==> config.mk <==
export PLATFORM = sky130hd
export DESIGN_NAME = mem_copy_master
export DESIGN_NICKNAME = d
export VERILOG_FILES = /design/src/rtl/mem_copy_master.sv
export SDC_FILE = /design/constraint.sdc
export NUM_CORES = 1
export LEC_CHECK = 0
export ABC_CLOCK_PERIOD_IN_PS = 3900
export BUFFER_PORTS_ARGS = -buffer_cell sky130_fd_sc_hd__buf_4
export CAP_MARGIN = 20
export CORE_UTILIZATION = 30
export CTS_CLUSTER_SIZE = 28
export DETAILED_ROUTE_END_ITERATION = 12
export GPL_TIMING_DRIVEN = 0
export PLACE_DENSITY = 0.53
export SLEW_MARGIN = 20
export SYNTH_ARGS = -nofsm -noshare
export SYNTH_HDL_FRONTEND = slang
export SYNTH_SLANG_ARGS = --single-unit
==> constraint.sdc <==
create_clock -name clock -period 3.9 [get_ports clock]
set_input_delay 0.39 -clock clock [delete_from_list [all_inputs] [get_ports clock]]
set_output_delay 0.39 -clock clock [all_outputs]
set_load 0.005 [all_outputs]
==> src/rtl/mem_copy_master.sv <==
// Memory-to-memory copy master.
// Copies `len` words from a source region to a destination region, one word
// at a time, through a single shared memory port. Each word is a READ access
// followed by a WRITE access; every access waits for the responder's
// M_DataRdy acknowledge and is abandoned if the acknowledge does not arrive
// within TIMEOUT wait cycles.
module mem_copy_master #(
    parameter int ADDR_W  = 7,
    parameter int DATA_W  = 8,
    parameter int TIMEOUT = 255
) (
    input  logic              clock,
    input  logic              reset,

    input  logic              start_port,
    input  logic [ADDR_W-1:0] src_addr,
    input  logic [ADDR_W-1:0] dst_addr,
    input  logic [ADDR_W-1:0] len,
    output logic              done_port,
    output logic              err,

    output logic              Mout_oe_ram,
    output logic              Mout_we_ram,
    output logic [ADDR_W-1:0] Mout_addr_ram,
    output logic [DATA_W-1:0] Mout_Wdata_ram,
    output logic [7:0]        Mout_data_ram_size,
    input  logic [DATA_W-1:0] M_Rdata_ram,
    input  logic              M_DataRdy
);

    // The wait counter only has to reach TIMEOUT; keep it at least one bit wide.
    localparam int WAIT_W = (TIMEOUT < 1) ? 1 : $clog2(TIMEOUT + 1);
    localparam logic [WAIT_W-1:0] WAIT_LIMIT  = WAIT_W'(TIMEOUT);
    localparam logic [7:0]        ACCESS_SIZE = 8'(DATA_W);

    typedef enum logic [1:0] {
        IDLE  = 2'd0,
        READ  = 2'd1,
        WRITE = 2'd2,
        DONE  = 2'd3
    } state_t;

    state_t              state_q, state_d;
    logic [ADDR_W-1:0]   src_q,   src_d;
    logic [ADDR_W-1:0]   dst_q,   dst_d;
    logic [ADDR_W-1:0]   len_q,   len_d;
    logic [ADDR_W-1:0]   count_q, count_d;
    logic [WAIT_W-1:0]   wait_q,  wait_d;
    logic [DATA_W-1:0]   data_q,  data_d;
    logic                err_q,   err_d;

    logic [ADDR_W-1:0]   countNext;
    logic                waitExpired;

    assign countNext   = count_q + ADDR_W'(1);
    assign waitExpired = (wait_q == WAIT_LIMIT);

    // State and datapath registers; reset returns everything to an idle, error-free copy.
    always_ff @(posedge clock or posedge reset) begin
        if (reset) begin
            state_q <= IDLE;
            src_q   <= '0;
            dst_q   <= '0;
            len_q   <= '0;
            count_q <= '0;
            wait_q  <= '0;
            data_q  <= '0;
            err_q   <= 1'b0;
        end else begin
            state_q <= state_d;
            src_q   <= src_d;
            dst_q   <= dst_d;
            len_q   <= len_d;
            count_q <= count_d;
            wait_q  <= wait_d;
            data_q  <= data_d;
            err_q   <= err_d;
        end
    end

    // Next-state logic: sequence READ/WRITE per word, count waits, abort on timeout.
    // An acknowledge in the same cycle the wait count hits the limit still wins.
    always_comb begin
        state_d = state_q;
        src_d   = src_q;
        dst_d   = dst_q;
        len_d   = len_q;
        count_d = count_q;
        wait_d  = wait_q;
        data_d  = data_q;
        err_d   = err_q;

        case (state_q)
            IDLE: begin
                if (start_port) begin
                    src_d   = src_addr;
                    dst_d   = dst_addr;
                    len_d   = len;
                    count_d = '0;
                    wait_d  = '0;
                    err_d   = 1'b0;
                    state_d = (len == '0) ? DONE : READ;
                end
            end

            READ: begin
                if (M_DataRdy) begin
                    data_d  = M_Rdata_ram;
                    wait_d  = '0;
                    state_d = WRITE;
                end else if (waitExpired) begin
                    err_d   = 1'b1;
                    state_d = DONE;
                end else begin
                    wait_d  = wait_q + WAIT_W'(1);
                end
            end

            WRITE: begin
                if (M_DataRdy) begin
                    count_d = countNext;
                    wait_d  = '0;
                    state_d = (countNext == len_q) ? DONE : READ;
                end else if (waitExpired) begin
                    err_d   = 1'b1;
                    state_d = DONE;
                end else begin
                    wait_d  = wait_q + WAIT_W'(1);
                end
            end

            DONE: begin
                state_d = IDLE;
            end

            default: begin
                state_d = IDLE;
            end
        endcase
    end

    // Memory port drive: requests are decoded straight from the state so the
    // bus is quiet (all zero) whenever no access is in flight.
    always_comb begin
        Mout_oe_ram        = 1'b0;
        Mout_we_ram        = 1'b0;
        Mout_addr_ram      = '0;
        Mout_Wdata_ram     = '0;
        Mout_data_ram_size = '0;

        case (state_q)
            READ: begin
                Mout_oe_ram        = 1'b1;
                Mout_addr_ram      = src_q + count_q;
                Mout_data_ram_size = ACCESS_SIZE;
            end
            WRITE: begin
                Mout_we_ram        = 1'b1;
                Mout_addr_ram      = dst_q + count_q;
                Mout_Wdata_ram     = data_q;
                Mout_data_ram_size = ACCESS_SIZE;
            end
            default: begin
                Mout_oe_ram = 1'b0;
            end
        endcase
    end

    assign done_port = (state_q == DONE);
    assign err       = err_q;

endmodule

==> impl_metrics.toml <==
[run_status]
status = "finished with violations"
failed_checks = "design-rule violations"

[synth]
main_combinational_cell_family_by_area_after_synthesis = "multiplexers"
synth_compound_area_frac = 0.122
yosysTopAreaCell = "sky130_fd_sc_hd__dfrtp_1"
synth_edf_count = 0
synthesis.area_um2 = 2780
netlist.area_leader.share = 0.423
multiplexer_share_of_the_synthesized_area = 0.149
synth_adder_area_share = 0.0612
synth_simple_gate_area_frac = 0.142
avgSynthCellArea_um2 = 10.6
synthTopCellsByCount = "sky130_fd_sc_hd__dfrtp_1, sky130_fd_sc_hd__mux2_2, sky130_fd_sc_hd__nand2_1, sky130_fd_sc_hd__and2_1"
yosysWarningCount = 0
post_synth_inst_count = 262
yosysSeqAreaShare = 0.423
synth_cell_types = 47
yosys_register_bits = 47
synth.area.top_cells = "sky130_fd_sc_hd__dfrtp_1, sky130_fd_sc_hd__mux2_2, sky130_fd_sc_hd__ha_1"
count_leader_synth = "sky130_fd_sc_hd__dfrtp_1"
synthFlopType = "sky130_fd_sc_hd__dfrtp_1"
yosys.area_share.xor_xnor = 0.0468
synthArstFlopShare = 1.00

[drt]
post_drt_via_cell_ratio = 4.64
wire_per_inst_um = 13.2
drcViolationCount = 1
vias = 2024
ant_nets = 0
drt-initial-drc-count = 72
routed_wl_um = 5760
drt_first_pass_iters = 10

[pwr]
final_total_power_mw = 2.26
static-leakage-power_nw = 1.65
power_density_nw_per_um2 = 651
worst_ir_drop_vdd_v = 0.000219

[sta]
worst_pin_slew_ns = 0.672
layout_worst_path_cycle_share = 0.939
clock.fmax_mhz = 273
finalSetupViolations = 0
timing.max_slew.rel_slack = 0.552
setup_tns_ns = 0
report.final.slew_viol_count = 0
layout_min_cycle_time_ns = 3.66
grt_setup_unrepaired = "no"
skew_ns = 0.00734
final-hold-violation-count = 0

[placed_design]
place_hpwl_um = 4480
routabilityCongestion = 0.764
port-buffer-count = 52
dpl.cell_count = 429

[grt]
global_route.peak_usage_layer = "met2"
use_met2 = 0.189
antenna_found_initial = 0
grt_start_max_net_pins = 27
use_met1 = 0.176
overflow_after_grt = 0
track_usage = 0.124
number_of_global_route_vias_before_repair = 1934
grt_pass1_wl_um = 9470
use_met3 = 0.0258

[die]
dieHeight_um = 98.3
top_level_ports = 60
start_util = 0.314
core-area_um2 = 8850
floorplan.die_area_um2 = 9660
number_of_placement_rows = 34
fp.dieW_um = 98.3

[clock_network]
cts_tree = "done"
cts_repair_resize_count = 0
tritoncts.num_buffers = 5
holdBufCountCts = 0
h-tree-depth = 2
cts.path.max_buffers = 2
cts.sink_count = 47
ctsRootBufferMaster = "sky130_fd_sc_hd__clkbuf_8"
postCtsSetupRepairBufs = 0
cts.clk_slew.worst_paths_ns = 0.09
clock_latency_on_the_worst_skew_pair_ns = 0.30

[finish]
flow.area_growth_from_synthesis_pct = 24.8
drive_gt1_frac = 0.351
fin_cells = 436
final_util = 0.392
final_net_count = 373
antenna-diode-count = 0

[critical_path]
start_kind = "flip-flop"
biggest_fanout_along_the_worst_timing_path = 18
regToRegSetupSlack_ns = 1.69
critPathArrivalTime_ns = 3.27
worstRegToRegCells = 8
crit_type = "reg2out"
endpoint_class_of_the_critical_path = "primary output"
r2r_end = "count_q[2]"
required_time_worst_endpoint_ns = 3.51
r2r_start = "state_q[0]"

[worst_hold_path]
min_path_type = "in2async"

[run]
max-cap-violations = 0
[worst max-delay path by stage]
stage                     startpoint          endpoint  cells past startpoint
after global routing      state_q[0]  Mout_addr_ram[6]                     12
final                     state_q[0]  Mout_addr_ram[6]                     12
after global placement    state_q[0]  Mout_addr_ram[6]                     13
after CTS                 state_q[0]  Mout_addr_ram[6]                     12
after floorplan           state_q[0]  Mout_addr_ram[6]                     12
after detailed placement  state_q[0]  Mout_addr_ram[6]                     13
[cell usage in the layout, fill, tap and decap left out, drive strengths merged, types with 2 or more instances in the layout]
cell type / n
and3: 4
a22o: 4
nand2b: 6
nand3: 8
mux2i: 2
or2: 2
xnor2: 8
nor3: 7
a21oi: 6
nand3b: 2
mux2: 35
dfrtp: 47
nand2: 15
o2111ai: 2
o21ai: 13
buf: 66
xor2: 6
clkbuf: 12
a31oi: 4
ha: 12
conb: 7
inv: 7
and2: 14
o311ai: 2
o31ai: 5
nor2: 9
a21o: 7
[per-layer routing]
layer,up-vias,part of all wire
li1,1042,-
met5,-,0
met4,0,0.015
met2,40,0.45
met3,7,0.041
met1,935,0.49
[per-stage QoR]
stage / setup slack, ns / hold WS (ns) / area (µm²)
after floorplan: 0.690 / 0.467 / 2800
after global placement: 0.137 / 0.480 / 3330
after detailed placement: 0.122 / 0.486 / 3360
after CTS: 0.222 / 0.173 / 3470
after global routing: 0.0556 / 0.200 / 3470
final: 0.238 / 0.156 / 3470
[sequential cells by signal, summed over array words and instances (netlist names)]
register / flops
dst_q: 7
count_q: 7
state_q: 2
len_q: 7
wait_q: 8
src_q: 7
err: 1
data_q: 8
[cell families after synthesis]
family,count (synthesis)
DFF,47
other,1
xor gates and xnor gates,14
and+or+nand+nor,74
adders and majority gates,13
buffers and inverters,27
muxes,37
AOI/OAI and AO/OA,49
[area by class of cell]
class	instances	area (µm²)
Multi-Input combinational cell	194	1470
Tap cell	108	135
Timing Repair Buffer	53	418
Fill cell	879	5380
Clock buffer	6	82.6
Buffer	19	124
Sequential cell	47	1180
Inverter	7	26.3
Clock inverter	2	35.0
[power by group]
group	internal, mW	leakage (nW)	switching (mW)	total, mW
combinational	0.594	0.998	0.525	1.12
sequential	0.666	0.588	0.104	0.770
clock	0.208	0.0612	0.163	0.371
[worst max-delay path, stage by stage (launching register included)]
cell and delay (ns):
sky130_fd_sc_hd__dfrtp_1 0.41, sky130_fd_sc_hd__inv_1 0.11, sky130_fd_sc_hd__ha_1 0.19, sky130_fd_sc_hd__buf_4 0.27, sky130_fd_sc_hd__mux2_2 0.38, sky130_fd_sc_hd__ha_1 0.21
sky130_fd_sc_hd__fa_1 0.40, sky130_fd_sc_hd__a21o_1 0.18, sky130_fd_sc_hd__a21oi_1 0.21, sky130_fd_sc_hd__o21ai_0 0.16, sky130_fd_sc_hd__xnor2_1 0.15, sky130_fd_sc_hd__and2_1 0.17
sky130_fd_sc_hd__buf_4 0.13
Note: power is estimated with default switching activity, not from simulation.
